## src/rtl/sprite_capture_pkg.sv

```systemverilog
// Shared graphics definitions for the sprite capture path: coordinate and
// sprite geometry defaults, RAM address width helper and FSM state type.
package sprite_capture_pkg;

  localparam int CORDW_DEF      = 16;
  localparam int SPR_WIDTH_DEF  = 8;
  localparam int SPR_HEIGHT_DEF = 8;
  localparam int SPR_SCALE_DEF  = 0;
  localparam int SPR_DATAW_DEF  = 1;

  // Address width for a bitmap of n pixels; never narrower than one bit.
  function automatic int addr_width(input int n);
    return (n > 1) ? $clog2(n) : 1;
  endfunction

  typedef enum logic [1:0] {
    IDLE,
    WAIT_FRAME,
    CAPTURE,
    FINISH
  } cap_state_t;

endpackage

```

## src/rtl/sprite_capture_window.sv

```systemverilog
// Signed window test: offset of (sx,sy) from the window origin, in-window
// check against the scaled sprite size, and decimation on the low bits.
// Outputs the bitmap column/row of the sample point.
module capture_window import sprite_capture_pkg::*; #(
  parameter int CORDW      = CORDW_DEF,
  parameter int SPR_WIDTH  = SPR_WIDTH_DEF,
  parameter int SPR_HEIGHT = SPR_HEIGHT_DEF,
  parameter int SPR_SCALE  = SPR_SCALE_DEF
) (
  input  logic signed [CORDW-1:0] sx,
  input  logic signed [CORDW-1:0] sy,
  input  logic signed [CORDW-1:0] ox,
  input  logic signed [CORDW-1:0] oy,
  output logic                    hit,
  output logic        [CORDW-1:0] col,
  output logic        [CORDW-1:0] row
);

  localparam logic signed [CORDW-1:0] XLIM  = CORDW'(SPR_WIDTH << SPR_SCALE);
  localparam logic signed [CORDW-1:0] YLIM  = CORDW'(SPR_HEIGHT << SPR_SCALE);
  // Zero mask at scale 0, so the decimation test drops out naturally.
  localparam logic        [CORDW-1:0] LMASK = CORDW'((1 << SPR_SCALE) - 1);

  logic signed [CORDW-1:0] dx;
  logic signed [CORDW-1:0] dy;

  // Offsets, signed bounds check (negative offsets never hit) and decimation.
  always_comb begin
    dx  = sx - ox;
    dy  = sy - oy;
    hit = !dx[CORDW-1] && (dx < XLIM) &&
          !dy[CORDW-1] && (dy < YLIM) &&
          ((dx & LMASK) == '0) && ((dy & LMASK) == '0);
    col = dx >>> SPR_SCALE;
    row = dy >>> SPR_SCALE;
  end

endmodule

```

## src/rtl/sprite_capture.sv

```systemverilog
// Raster-to-bitmap capture: on arm, waits for the next frame start and
// writes a rectangular (optionally decimated) window of the pixel stream
// into sprite RAM in row-major order, then pulses done.
module sprite_capture import sprite_capture_pkg::*; #(
  parameter  int CORDW      = CORDW_DEF,
  parameter  int SPR_WIDTH  = SPR_WIDTH_DEF,
  parameter  int SPR_HEIGHT = SPR_HEIGHT_DEF,
  parameter  int SPR_SCALE  = SPR_SCALE_DEF,
  parameter  int SPR_DATAW  = SPR_DATAW_DEF,
  localparam int ADDRW      = addr_width(SPR_WIDTH * SPR_HEIGHT)
) (
  input  logic                    clk,
  input  logic                    rst,
  input  logic                    arm,
  input  logic                    frame,
  input  logic                    line,
  input  logic                    de,
  input  logic signed [CORDW-1:0] sx,
  input  logic signed [CORDW-1:0] sy,
  input  logic signed [CORDW-1:0] capx,
  input  logic signed [CORDW-1:0] capy,
  input  logic    [SPR_DATAW-1:0] pix_in,
  output logic                    busy,
  output logic                    done,
  output logic                    incomplete,
  output logic                    we,
  output logic        [ADDRW-1:0] waddr,
  output logic    [SPR_DATAW-1:0] wdata
);

  localparam logic [ADDRW-1:0] LAST_ADDR = ADDRW'(SPR_WIDTH * SPR_HEIGHT - 1);

  cap_state_t              state, state_n;
  logic signed [CORDW-1:0] capx_r, capy_r, capx_n, capy_n;
  logic                    we_n, done_n, inc_n;
  logic        [ADDRW-1:0] waddr_n, addr_calc;
  logic    [SPR_DATAW-1:0] wdata_n;
  logic                    win_hit, sample, last;
  logic        [CORDW-1:0] col, row;

  // line carries no state for this block.
  logic unused_line;
  assign unused_line = line;

  capture_window #(
    .CORDW      (CORDW),
    .SPR_WIDTH  (SPR_WIDTH),
    .SPR_HEIGHT (SPR_HEIGHT),
    .SPR_SCALE  (SPR_SCALE)
  ) u_window (
    .sx  (sx),
    .sy  (sy),
    .ox  (capx_r),
    .oy  (capy_r),
    .hit (win_hit),
    .col (col),
    .row (row)
  );

  // done is registered one stage after FINISH, so busy must cover it too.
  assign busy = (state != IDLE) || done;

  // Sample qualification and row-major address of the current position.
  always_comb begin
    addr_calc = ADDRW'(row) * ADDRW'(SPR_WIDTH) + ADDRW'(col);
    sample    = (state == CAPTURE) && de && win_hit;
    last      = sample && (addr_calc == LAST_ADDR);
  end

  // Next-state and next-output logic; the final write beats a coincident frame.
  always_comb begin
    state_n = state;
    capx_n  = capx_r;
    capy_n  = capy_r;
    we_n    = 1'b0;
    waddr_n = waddr;
    wdata_n = wdata;
    done_n  = 1'b0;
    inc_n   = incomplete;
    case (state)
      IDLE: begin
        if (arm) begin
          capx_n  = capx;
          capy_n  = capy;
          inc_n   = 1'b0;
          state_n = WAIT_FRAME;
        end
      end
      WAIT_FRAME: begin
        if (frame) state_n = CAPTURE;
      end
      CAPTURE: begin
        if (sample) begin
          we_n    = 1'b1;
          waddr_n = addr_calc;
          wdata_n = pix_in;
        end
        if (last) begin
          inc_n   = 1'b0;
          state_n = FINISH;
        end else if (frame) begin
          we_n    = 1'b0;
          waddr_n = waddr;
          wdata_n = wdata;
          inc_n   = 1'b1;
          state_n = FINISH;
        end
      end
      FINISH: begin
        done_n  = 1'b1;
        state_n = IDLE;
      end
      default: state_n = IDLE;
    endcase
  end

  // State and registered outputs, synchronous active-high reset.
  always_ff @(posedge clk) begin
    if (rst) begin
      state      <= IDLE;
      capx_r     <= '0;
      capy_r     <= '0;
      we         <= 1'b0;
      waddr      <= '0;
      wdata      <= '0;
      done       <= 1'b0;
      incomplete <= 1'b0;
    end else begin
      state      <= state_n;
      capx_r     <= capx_n;
      capy_r     <= capy_n;
      we         <= we_n;
      waddr      <= waddr_n;
      wdata      <= wdata_n;
      done       <= done_n;
      incomplete <= inc_n;
    end
  end

endmodule

```

## config.mk

```make
export PLATFORM = sky130hd
export DESIGN_NAME = sprite_capture
export DESIGN_NICKNAME = d
export VERILOG_FILES = /design/src/rtl/sprite_capture_pkg.sv /design/src/rtl/sprite_capture_window.sv /design/src/rtl/sprite_capture.sv
export SDC_FILE = /design/constraint.sdc
export NUM_CORES = 1
export LEC_CHECK = 0
export BUFFER_PORTS_ARGS = -buffer_cell sky130_fd_sc_hd__buf_2
export CORE_ASPECT_RATIO = 1.1
export CORE_MARGIN = 5
export CORE_UTILIZATION = 50
export CTS_BUF_LIST = sky130_fd_sc_hd__clkbuf_8 sky130_fd_sc_hd__clkbuf_16
export DETAILED_ROUTE_END_ITERATION = 10
export PLACE_DENSITY_LB_ADDON = 0.08
export SLEW_MARGIN = 20
export SYNTH_ARGS = -nofsm -noshare
export SYNTH_HDL_FRONTEND = slang
export SYNTH_SLANG_ARGS = --single-unit
```

## constraint.sdc

```tcl
create_clock -name clk -period 4.58 [get_ports clk]
set_input_delay 0.229 -clock clk [delete_from_list [all_inputs] [get_ports clk]]
set_output_delay 0.229 -clock clk [all_outputs]
set_load 0.01 [all_outputs]
```

# Word-level counts from Yosys, hierarchy flattened
# Index checks and enable logic that the tools add are counted.
[totals] ff_bits=44 output_inout_bits=11 elab_cells=58
[classes] n_reduce_logical=17 n_lt_le_gt_ge=2 eq_ne=8 n_bitwise=1 mux=19 addsub=3
[op_table] operator="16-bit by 5-bit < comparator with 1-bit output (second input constant)" n=2
[op_table] operator="16-bit subtractor" n=2
[op_table] operator="6-bit two-way mux" n=3
[op_table] operator="1-bit two-way mux" n=10
[op_table] operator="2-bit two-way mux" n=4
[op_table] operator="2-bit case mux with 4 select lines" n=1
[op_table] operator="6-bit adder" n=1
[op_table] operator="6-bit equality test (second input constant)" n=1
[op_table] operator="1-bit logical AND" n=6
[op_table] operator="3-bit AND reduction" n=2
[op_table] operator="2-bit equality test (second input constant)" n=2
[op_table] operator="2-bit != test (second input constant)" n=2
[op_table] operator="2-bit AND reduction" n=2
[op_table] operator="2-bit nonzero test" n=2
[op_table] operator="3-bit != test (second input constant)" n=1
[op_table] operator="2-bit by 1-bit equality test with 1-bit output (second input constant)" n=1
[op_table] operator="1-bit zero test" n=2
[op_table] operator="2-bit zero test" n=1
[op_table] operator="2-bit by 1-bit != test with 1-bit output (second input constant)" n=1
[op_table] operator="1-bit case mux with 2 select lines" n=1
[op_table] operator="2-bit OR reduction" n=1
[op_table] operator="1-bit logical OR" n=1
[op_table] operator="1-bit inverter" n=1

# Logic depth before layout (Yosys ltp)
# Gate-level depths: netlist of the first run.
[depth] depth_word=9 mapped_depth=17

# Cells and area by module
# A second synthesis of the first run with hierarchy kept.
[hier_totals] cells_unflattened=470 hier_area_um2=3587.2
[by_module_without_submodules] mod="capture_window" instances=1 cells_each=259 area_per_inst_um2=1796.7
[by_module_without_submodules] mod="sprite_capture" instances=1 cells_each=211 area_per_inst_um2=1790.5

# Worst setup path after synthesis of the first run
# OpenSTA, ideal clock, no wires.
[synth_timing] path_kind="reg-to-reg" from="register capx_r[1]" to="register waddr[2]" arrival_ns=3.484 n_path_buf=0 path_slack_ns=0.969 setup_ns=0.128 stages_incl_launch_ff=18 t_required_ns=4.452 path_cell_list="dfxtp_1 > inv_1 > ha_1 > nor2b_1 > o21a_1 > nor2_1 > xnor2_1 > ha_1 > inv_1 > fa_1 > xor2_1 > xnor2_1 > xnor2_1 > nand3_1 > a21bo_2 > nor4_4 > mux2i_1 > nor2_1"
[synth_between] elab_chain_cells=9
[synth_lines] item="start, declared" line_no="sprite_capture.sv:34" text="logic signed [CORDW-1:0] capx_r, capy_r, capx_n, capy_n;"
[synth_lines] item="start signal, assigned" line_no="sprite_capture.sv:130" text="capx_r <= capx_n;"
[synth_lines] item="16-bit subtractor *" line_no="sprite_capture_window.sv:29" text="dx = sx - ox;"
[synth_lines] item="16-bit by 5-bit < comparator with 1-bit output or 1-bit zero test (tied branches)" line_no="sprite_capture_window.sv:31" text="hit = !dx[CORDW-1] && (dx < XLIM) &&"
[synth_lines] item="1-bit logical AND (2 in series)" line_no="sprite_capture_window.sv:31"
[synth_lines] item="1-bit logical AND" line_no="sprite_capture_window.sv:32" text="!dy[CORDW-1] && (dy < YLIM) &&"
[synth_lines] item="1-bit logical AND" line_no="sprite_capture.sv:66" text="sample = (state == CAPTURE) && de && win_hit;"
[synth_lines] item="6-bit two-way mux or 1-bit logical AND (tied branches)" line_no="sprite_capture.sv:93, sprite_capture.sv:67"
[synth_lines] item="6-bit two-way mux or 2-bit by 1-bit != test with 1-bit output (tied branches)"
[synth_lines] item="6-bit two-way mux or 2-bit AND reduction (tied branches)"
[synth_lines] item="end signal, assigned" line_no="sprite_capture.sv:133" text="waddr <= waddr_n;"
[synth_lines] item="end, declared" line_no="sprite_capture.sv:27" text="output logic [ADDRW-1:0] waddr,"
# Every way passes the cells marked *; elsewhere a longest branch is shown, timed or not. The select of a mux whose other input is x is not followed.
# A chain may end at the register's enable or synchronous reset.

# Final worst setup path of the first run
[layout_timing] from="register capx_r[0]" to="register wdata"
[layout_between] elab_chain_cells=9
[layout_lines] item="16-bit subtractor *" line_no="sprite_capture_window.sv:29"
[layout_lines] item="16-bit by 5-bit < comparator with 1-bit output or 1-bit zero test (tied branches)" line_no="sprite_capture_window.sv:31"
[layout_lines] item="1-bit logical AND (2 in series)" line_no="sprite_capture_window.sv:31"
[layout_lines] item="1-bit logical AND" line_no="sprite_capture_window.sv:32"
[layout_lines] item="1-bit logical AND" line_no="sprite_capture.sv:66"
[layout_lines] item="1-bit two-way mux or 1-bit logical AND (tied branches)" line_no="sprite_capture.sv:93, sprite_capture.sv:67"
[layout_lines] item="1-bit two-way mux or 2-bit by 1-bit != test with 1-bit output (tied branches)"
[layout_lines] item="1-bit two-way mux or 2-bit AND reduction (tied branches)"
[layout_lines] item="end signal, assigned" line_no="sprite_capture.sv:134" text="wdata <= wdata_n;"
[layout_lines] item="end, declared" line_no="sprite_capture.sv:28" text="output logic [SPR_DATAW-1:0] wdata"
# Marked as above.

==> results of run 1 <==
[synth_stat cells, types with 3 or more instances]
master,number,area [um^2]
nand2_1,81,304
a21oi_1,52,260
dfxtp_1,44,881
inv_1,43,161
nor2_1,40,150
ha_1,35,438
clkbuf_1,17,63.8
a211oi_1,12,90.1
o21ai_0,12,60.1
a21o_1,10,75.1
nor2b_1,10,62.6
mux2i_1,9,90.1
nand4_1,8,50.1
nor3b_1,8,60.1
nor4_1,8,50.1
nor3_1,7,35.0
xnor2_1,7,61.3
nand2b_1,6,37.5
nand3_1,6,30.0
o21a_1,6,45.0
and3b_1,4,35.0
or3_1,4,25.0
xor2_1,4,35.0
a31oi_1,3,18.8
fa_1,3,60.1
o2111ai_1,3,26.3
[worst max path at each step]
stage | from | end | slack (ps) | cells after the start
floorplan | capx_r[1] | waddr[2] | 970 | 17
global placement | sx[0] | waddr[3] | 530 | 17
detailed placement | sx[0] | wdata | 430 | 17
CTS | capx_r[0] | wdata | 440 | 15
global route | capx_r[0] | waddr[3] | 90 | 15
finish | capx_r[0] | wdata | 490 | 15
[sequential cells by signal, indices dropped and copies added, names as in the netlist]
name        flops
capx_r         16
capy_r         16
wdata           1
incomplete      1
waddr           6
we              1
state           2
done            1
[metal layers]
metal	routed length [um]	vias up	GRT usage, %
li1	-	1899	-
met1	4510	1698	28.1
met2	4720	87	37.6
met3	531	10	4.18
met4	136	0	6.40
met5	0	-	0
[cell families (layout without fill, tap and decap cells)]
| group | Yosys count | count (layout) | synth area share (%) |
|---|---|---|---|
| AOI/OAI and AO/OA | 128 | 128 | 23.8 |
| muxes | 11 | 11 | 3.01 |
| buffers and inverters | 63 | 132 | 6.38 |
| adders and majority gates | 38 | 38 | 13.3 |
| xor gates and xnor gates | 11 | 11 | 2.57 |
| and+or+nand+nor | 203 | 203 | 27.4 |
| DFF | 44 | 44 | 23.5 |
[critical path: stages, from the launching register on]
cell and delay, ps:
dfxtp_1 320, ha_1 200, fa_1 410, nor2b_1 160, o21ai_0 90, a21oi_1 290, inv_1 100, fa_1 410
xor2_1 190, xnor2_1 140, xnor2_1 230, nand3_1 200, a21bo_2 290, nor4_4 600, mux2i_1 250, nor2_1 60
[cell type report]
cell class | count | area, um^2 | share of cell area [%]
multi-input combinational | 391 | 2630 | 61.1
timing repair buffer | 81 | 408 | 9.48
sequential | 44 | 881 | 20.5
clock buffer | 5 | 68.8 | 1.60
clock inverter | 3 | 46.3 | 1.08
tap | 87 | 109 | 2.53
inverter | 43 | 161 | 3.75
[power groups by stage]
stage / Combinational, mW / Sequential [mW] / Clock [mW]
3_3_place_gp: 1.06 / 0.493 / 0
4_1_cts: 1.08 / 0.488 / 0.324
5_1_grt: 1.22 / 0.495 / 0.340
2_1_floorplan: 0.825 / 0.488 / 0
6_report: 1.08 / 0.486 / 0.322
3_5_place_dp: 1.07 / 0.497 / 0
[per-stage QoR]
step | setup WS [ps] | power (mW)
after floorplan | 969 | 1.31
after global placement | 528 | 1.55
after detailed placement | 433 | 1.57
after CTS | 442 | 1.90
after global routing | 86.5 | 2.06
final | 494 | 1.89
==> flow_results.org, run 1 <==
** Die
- Rows :: 33
- The floorplan step defined a core boundary enclosing 7390 um^2.
- Die Area :: 9320 um^2
- Count of boundary I/O pins :: 82
- The initial utilization of the core area, before any placement, comes to 50.7%.
- Height of the chip :: 101 um
- Die X :: 92.5 um

** Timing
- Final hold vios :: 0
- After layout, the minimum clock period comes to 4090 ps.
- Setup violations remaining at the end of the flow were counted as 0.
- Setup repair after global routing left no endpoint under its margin.
- The worst path uses 89.2% of the clock period.
- Worst hold slack :: 143 ps
- For the final database, setup skew stands at 12.9 ps.
- At the pin with the least slew margin, the transition time is 821 ps.
- Setup total negative slack on the finished layout was measured at 0 ps.
- The final count of pins violating max slew was 0.
- Static timing analysis puts the maximum clock frequency at 0.245 GHz.
- The worst pin sits at a relative slew slack of 45.3%.

** Worst setup path
- Launching element type of the critical path :: flip-flop
- The setup path with the least slack is of type reg -> reg.
- End of the worst register-to-register path :: wdata
- The number of cells on the worst reg-to-reg path is 15.
- In this run the critical register-to-register path is launched from capx_r[0].
- At the worst endpoint, the arrival time is 4260 ps.
- The worst setup path is captured at a flip-flop.
- Largest fanout of any net on the critical path :: 10
- In this run the register-to-register setup slack is 490 ps.
- STA puts the critical path data required time at 4750 ps.

** Clocking
- Counting along the longest clock path gives a buffer depth of 2.
- After clock tree synthesis, the setup repair step added 0 buffers.
- Clock tree sinks :: 44
- CTS root buf :: clkbuf_8
- Clock-pin slew was measured on the worst setup and hold paths at 100 ps.
- TritonCTS built the clock tree.
- Clk Latency, worst-skew pair :: 310 ps
- Post-cts resize count :: 0
- Count of hold-fix buffers inserted at cts :: 0
- The H-tree was split into 2 levels.
- CTS buffer count :: 5

** Global routing
- Antenna violations before repair :: 0
- Global router's overall resource usage :: 22.0%
- Global-route congestion overflow total :: 0
- Number of global-route vias before repair :: 3674
- The first global-routing pass estimated 16.7 mm of wire.
- Maximum number of pins on one net before global-route repair :: 46

** Synth
- Yosys warnings :: 0
- Synthesis instantiated 63 different standard cells from the library.
- Counting flops with an async set or reset pin after synthesis yields a share of 0%.
- A synthesized cell averages 7.52 um^2.
- The share of the Yosys chip area taken by registers is 23.5%.
- Counting flops with a built-in enable in the synthesized netlist gives 0.
- FF+latch count, synth :: 44
- Area of the mapped netlist :: 3740 um^2
- Net count of the mapped netlist :: 607
- Synthesis produced a netlist whose cell count is 498.
- In the synthesized netlist the dominant register cell turns out to be dfxtp_1.

** Routing
- Via density per instance :: 5.65
- In this run, the number of DRC markers left after iteration 0 of detailed routing was 133.
- Average wire length per cell after detail routing :: 15.1 um
- The count of nets left with antenna violations once routing finished came out at 0.
- Before antenna repair, the detailed router went through 4 iterations.
- Via total after detailed routing :: 3694
- Drc violations :: 0
- Drt total wl :: 9.89 mm

** Placement
- RePlAce Congestion :: 0.941
- Summing all placed instances gives a cell area of 4180 um^2.
- Post-detailed-placement half-perimeter wirelength :: 7.88 mm
- Port buffering added 80 buffers.
- Number of instances in the placed design :: 646

** Hold path
- In this run the most critical hold path is launched from capy[6].
- The path class of the tightest hold or removal check is in -> reg.
- Hold EP :: capy_r[6]
- Worst hold stages :: 3

** Power
- Combinational logic is responsible for 57.2% of the overall power.
- PwrDens :: 439 nW/um^2
- Seq pwr share :: 25.7%
- Per report_power, the clock group accounts for 17.0% of the total.
- Switching share of power :: 44.6%
- Max VDD drop :: 0.000292 V
- Psw :: 842 uW
- P_int :: 1.05 mW
- Summed over all cells, the static leakage comes to 1.85 nW.

** Layout
- Layout area overhead :: 14.9%
- Of the cells placed in the final design, the portion with a size suffix greater than 1 is 18.9%.
- After filler insertion, the fill cell instance count of the layout stands at 736.
- Commonest non-fill, non-tap cells in the layout :: 80 x nand2_1, 80 x buf_2, 52 x a21oi_1
- Design Area, Final :: 4300 um^2
- Number of antenna cells inserted :: 0
- Final Non-Filler Cells :: 654
- Final-stage net count :: 675
- Final standard cell utilization of the core :: 58.2%

** Run status
- Outcome :: finished clean

** Run
- Number of maximum-capacitance violations :: 0
Note: power is estimated with default switching activity, not from simulation.
==> run 2: changes to the inputs <==
BUFFER_PORTS_ARGS = not set   (was -buffer_cell sky130_fd_sc_hd__buf_2)
DONT_BUFFER_PORTS = 1   (was not set)
==> run 2 against run 1 <==
Hold slack worse by 96 ps. Sequential cell count unchanged. Clock power down 2%. Critical path type unchanged. Critical endpoint is now waddr[5]. Largest power group unchanged. Highest routed layer unchanged.
==> flow_results.org, run 2 (same netlist as run 1, synthesis figures left out) <==
** Global routing
- The initial antenna violation count came to 0.
- For this run the aggregate overflow at the end of global routing stands at 0.
- Maximum number of pins on one net before global-route repair :: 43
- The via count of the first global-routing pass was 3273.
- First-pass GRT wire length :: 15.8 mm
- Global routing used 20.9% of the available tracks across all layers.

** Worst setup path
- Data on the critical path is required at its endpoint by 4780 ps.
- At the worst endpoint, the arrival time is 4260 ps.
- Of all nets on the critical path, the largest fanout is 10.
- Number of cells on the worst reg-to-reg path :: 15
- End of the worst register-to-register path :: waddr[5]
- Slack of the worst reg-to-reg path :: 520 ps
- Sort of element at the end of the critical path :: flip-flop
- Worst R2R Start :: capx_r[0]
- Startpoint-to-endpoint class of the critical path :: reg -> reg
- STA classifies the critical path startpoint as a flip-flop.

** Power
- In this run the static leakage power is 1.52 nW.
- In this run the power density over the cells is 470 nW/um^2.
- Max VDD drop :: 0.000255 V

** Layout
- Fill cells in the final layout number 763.
- Cells with a size suffix above 1 make up 5.75% of the layout.
- The library cell used most frequently in the layout, excluding fill and tap cells, is nand2_1.
- Layout area overhead :: 4.54%
- Largest registers :: capx_r x16, capy_r x16, waddr x6
- The final layout contains 595 nets.
- The repair_antennas step left the layout with diodes totalling 0.
- The top cell types in the final layout, fill and taps aside, are 80 x nand2_1, 52 x a21oi_1, 44 x dfxtp_1.
- Design Area, Final :: 3920 um^2

** Timing
- Final setup viols :: 0
- Clock skew on the completed layout was measured at 7.05 ps.
- Worst Max-Slew Pin Slew :: 698 ps
- Post-route clock period utilization :: 88.7%
- The final count of pins violating max slew came to 0.
- Max-slew headroom at the worst pin :: 52.8%
- The final count of hold timing violations is 0.
- Adding up every negative setup slack in the final design gives 0 ps.
- Setup repair after global routing left no endpoint under its margin.
- The worst path meets setup with 519 ps of slack.
- FMAX :: 0.246 GHz
- Crit path time final :: 4060 ps

** Die
- Height of the chip :: 101 um
- For this design the top-level I/O count stands at 82.
- The floorplan step defined a core boundary enclosing 7390 um^2.
- Die X :: 92.5 um
- Rows :: 33
- Die Area :: 9320 um^2
- Once the floorplan was initialized, standard cells occupied 50.7% of the core.

** Clocking
- Clock tree from TritonCTS :: yes
- After clock tree synthesis, the clock-pin slew on the worst setup and hold paths is 100 ps.
- CTS root buf :: clkbuf_8
- H-tree lvl count :: 2
- Buffers added to address setup during post-CTS repair amount to 0.
- In this run the deepest clock path goes through 2 buffers.
- After clock tree synthesis, the flow added hold-fix buffers numbering 1.
- Post-cts resize count :: 0
- Clock tree sinks :: 44
- At the later pin of the worst-skew pair, clock insertion delay measures 300 ps.
- CTS buffer count :: 5

** Hold path
- Hold/Removal Path Class :: in -> reg
- Hold path startpoint :: capx[0]
- Worst hold stages :: 2
- The path with the worst hold slack has its endpoint at capx_r[0].

** Routing
- The routed design has 9.60 mm of wire.
- Number of iterations in the first detailed-routing pass :: 7
- Number of antenna-violating nets in the routed design :: 0
- Via density per instance :: 5.90
- Initial DRC Count :: 218
- Via total after detailed routing :: 3389
- Drc violations :: 0
- Dividing the detail-routed wire length by the instance count gives 16.7 um.

** Placement
- Post-DP Area :: 3780 um^2
- The congestion estimate from routability-driven global placement came to 0.919.
- Post-detailed-placement half-perimeter wirelength :: 7.67 mm
- Buffers placed on the I/O ports in this run total 0.
- Post-Place Setup Slack :: 519 ps

** Run
- Max-cap violations in this run came to 0.

** Run status
- Outcome :: finished clean
[run 2: worst max-delay path: stages (launching register included)]
cell     delay (ps)
dfxtp_1         320
ha_1            200
fa_1            420
nor2b_1         160
o21ai_0          90
a21oi_1         300
inv_1           110
fa_1            410
xor2_1          210
xnor2_1         160
xnor2_1         170
nand3_1         190
a21bo_2         290
nor4_4          610
mux2i_1         270
nor2_1           50
[run 2: how the worst max path moves through the flow]
stage,start,depth (start not counted),to,slack [ps]
finish,capx_r[0],15,waddr[5],520
global route,capx_r[0],15,waddr[1],180
CTS,capx_r[0],15,waddr[5],500
detailed placement,capx_r[0],15,waddr[5],520
global placement,capx_r[0],15,waddr[3],600
floorplan,capx_r[1],17,waddr[2],970
[run 2: cell type report]
| class | count | area [um^2] | share of cell area [%] |
|---|---|---|---|
| Clock buffer | 5 | 68.8 | 1.76 |
| Inverter | 43 | 161 | 4.12 |
| Clock inverter | 3 | 46.3 | 1.18 |
| Sequential cell | 44 | 881 | 22.5 |
| Multi-Input combinational cell | 391 | 2630 | 67.1 |
| Timing Repair Buffer | 1 | 20.0 | 0.511 |
| Tap cell | 87 | 109 | 2.78 |
[run 2: through the flow]
| step | utilization (%) | cells | hold slack [ps] | total power, mW |
|---|---|---|---|---|
| 2_1_floorplan | - | 498 | 365 | 1.31 |
| 3_3_place_gp | 51.1 | 565 | 304 | 1.50 |
| 3_5_place_dp | 51.1 | 565 | 305 | 1.52 |
| 4_1_cts | 52.9 | 574 | 35.7 | 1.85 |
| 5_1_grt | 53.0 | 574 | 31.1 | 2.01 |
| 6_report | 53.0 | 574 | 47.0 | 1.84 |
[run 2: report_power, final]
part           internal, mW  total [mW]  switching (mW)
Combinational         0.406        1.04           0.630
Clock                 0.165       0.315           0.151
Sequential            0.448       0.489          0.0404
[run 2: per-layer routing]
metal / up-vias / global-route usage (%) / routed length, um
met5: - / 0 / 0
met4: 0 / 4.11 / 89
met3: 9 / 4.78 / 616
met2: 94 / 35.7 / 4580
met1: 1548 / 27.2 / 4310
li1: 1738 / - / -
==> run 3: changes to the inputs <==
CORE_UTILIZATION = 30   (was 50)
==> run 3 against run 2 <==
Combinational power increased by 4%. Sequential share of layout area fell by 0.86 points. Register-to-register slack worse by 120 ps. Global-route usage down 5.1 points. Final area up 4.0%. Hold slack got worse by 34 ps. Total power is 5.9% higher. Clock power increased by 21%. Non-clock buffer count up 6. Fmax decreased by 2.9%. Wire length is 19% higher. Sequential cell count did not move. Largest power group unchanged. Highest routed layer unchanged.
==> flow_results.org, run 3 (same netlist as run 1, synthesis figures left out) <==
** Routing
- In the routed layout, each cell is associated on average with a via count of 5.24.
- Before antenna repair, the detailed router went through 4 iterations.
- The count of nets left with antenna violations once routing finished came out at 0.
- Average wire length per cell after detail routing :: 17.6 um
- Initial DRC Count :: 107
- Via total after detailed routing :: 3389
- Drt total wl :: 11.4 mm
- After detailed routing, the number of remaining DRC violations is 0.

** Timing
- For the pin with the worst max-slew slack, the measured transition is 676 ps.
- FMAX :: 0.239 GHz
- Final clock skew :: 3.76 ps
- Setup TNS :: 0 ps
- Worst hold slack :: 12.8 ps
- The final count of pins violating max slew was 0.
- The final count of hold timing violations is 0.
- Crit path time final :: 4180 ps
- Setup repair after global routing left no endpoint under its margin.
- Of the available clock period, the critical path in the final layout requires 91.3%.
- Max-slew headroom at the worst pin :: 53.8%
- Setup violations remaining at the end of the flow were counted as 0.
- Across all setup checks in the final design, the least slack found is 399 ps.

** Clocking
- Clk Latency, worst-skew pair :: 290 ps
- In this run the clock root is driven by a clkbuf_16.
- Clk slew on worst S/H paths :: 70 ps
- Clock Path Buffers :: 2
- The number of clock buffers added by TritonCTS is 5.
- In this run, post-CTS repair resized a total of 0 instances.
- Clock tree from TritonCTS :: yes
- Clock tree sinks :: 44
- In this run the number of H-tree levels came out at 2.

** Layout
- The number of antenna diodes in the final layout is 0.
- For this run, the share of the core covered by cells in the final layout is 33.5%.
- Layout area overhead :: 8.72%
- Of the cells placed in the final design, the portion with a size suffix greater than 1 is 5.88%.
- Leaving out fill and tap cells, the most frequent cell in the layout is nand2_1.
- Largest registers :: capx_r x16, capy_r x16, waddr x6
- Final-stage net count :: 601
- The library cells used most frequently in the layout, excluding fill and tap cells, are 81 x nand2_1, 52 x a21oi_1, 44 x dfxtp_1.
- Design Area, Final :: 4070 um^2
- Number of fill cells :: 1340
- Excluding fillers, the count of instances in the completed layout stands at 647.

** Die
- Total core area :: 12100 um^2
- Rows :: 42
- From left edge to right edge, the die measures 117 um.
- The die is 127 um tall.
- Count of boundary I/O pins :: 82
- Die Area :: 14800 um^2
- Once the floorplan was initialized, standard cells occupied 30.8% of the core.

** Placement
- Post-detailed-placement half-perimeter wirelength :: 8.85 mm
- Before CTS, the worst setup slack after placement is 413 ps.
- In this run the tool buffered the top-level ports with 0 buffer cells.
- The number of placed instances, taps included, is 635.
- The placed instances occupy a cell area of 3880 um^2.
- RePlAce Congestion :: 0.847

** Worst setup path
- Cell-by-cell trace of the critical path :: ha_1, fa_1, nor2b_1, o21ai_0, a21oi_1, inv_1, fa_1, xor2_1, xnor2_1, xnor2_1, nand3_1, a21bo_2, nor4_4, mux2i_1, nor2_1
- Highest cell delay on the worst timing path :: 640 ps
- Of all nets on the critical path, the largest fanout is 10.
- Launching element type of the critical path :: flip-flop
- Sort of element at the end of the critical path :: flip-flop
- Crit path arrival time :: 4350 ps
- Worst-path cell with the longest stage delay :: nor4_4
- Required time of the worst setup path :: 4750 ps
- Startpoint-to-endpoint class of the critical path :: reg -> reg

** Power
- PwrDens :: 478 nW/um^2
- Power comes to 1.95 mW.
- Max VDD drop :: 0.000256 V
- The analysis attributes to cell leakage a power of 1.56 nW.

** Global routing
- For this run, the total global-route usage over all layers was measured as 15.8%.
- For this run the aggregate overflow at the end of global routing stands at 0.
- First-pass GRT wire length :: 18.2 mm
- The via count of the first global-routing pass is 3378.
- The initial antenna violation count was 0.
- Maximum number of pins on one net before global-route repair :: 33

** Run status
- Outcome :: finished clean

** Run
- The tool flagged a number of max-cap violations equal to 0.

** Hold path
- The tightest min-delay check is of the in -> reg type.
==> run 3: cell types whose count changed in the layout (fill, tap and decap cells not counted), sizes merged <==
| cell | before | now |
|---|---|---|
| buf | 1 | 4 |
| dlygate4sd3 | 0 | 3 |
| clkinvlp | 1 | 2 |
| bufinv | 1 | 0 |
| inv | 44 | 43 |
| clkbuf | 5 | 6 |
==> run 3: routing by layer <==
layer	global-route usage, %	vias to the layer above	part of all wire [%]
li1	-	1745	-
met5	0	-	0
met2	25.8	68	46
met4	3.34	0	0.90
met1	21.1	1570	47
met3	3.88	6	5.7
==> run 3: critical path, delay by kind of cell, from the launching register on <==
kind,cells,cell delay (ps)
simple gates,4,1070
fa+ha+maj,3,1030
compound gates,3,720
xor+xnor,3,560
flops,1,310
mux,1,260
buf+inv,1,110
==> run 3: cell type report <==
type,count,area (um^2),area share [%]
clock inverters,2,15.0,0.369
flip-flops and latches,44,881,21.6
clock buffers,6,139,3.41
well taps,154,193,4.73
repair buffers,7,57.6,1.41
inverters,43,161,3.96
multi-input cells,391,2630,64.5
==> run 3: what timing repair did <==
item,in CTS,in global routing
endpoints found under the hold margin,27,0
setup endpoints to repair,0,0
setup buffers,0,0
hold buffers,4,0
==> run 3: power breakdown <==
part | internal [mW] | switching [mW]
Clock | 0.217 | 0.164
Sequential | 0.449 | 0.0388
Combinational | 0.419 | 0.659
Total | 1.09 | 0.862
==> run 3: final timing paths <==
path,endpoint,from,cells after the start,slack [ps]
worst max-delay path,waddr[5],capx_r[0],15,400
worst min-delay path,we,rst,1,10
worst max register to register,waddr[5],capx_r[0],15,400
worst min register to register,capy_r[5],capy_r[5],2,450
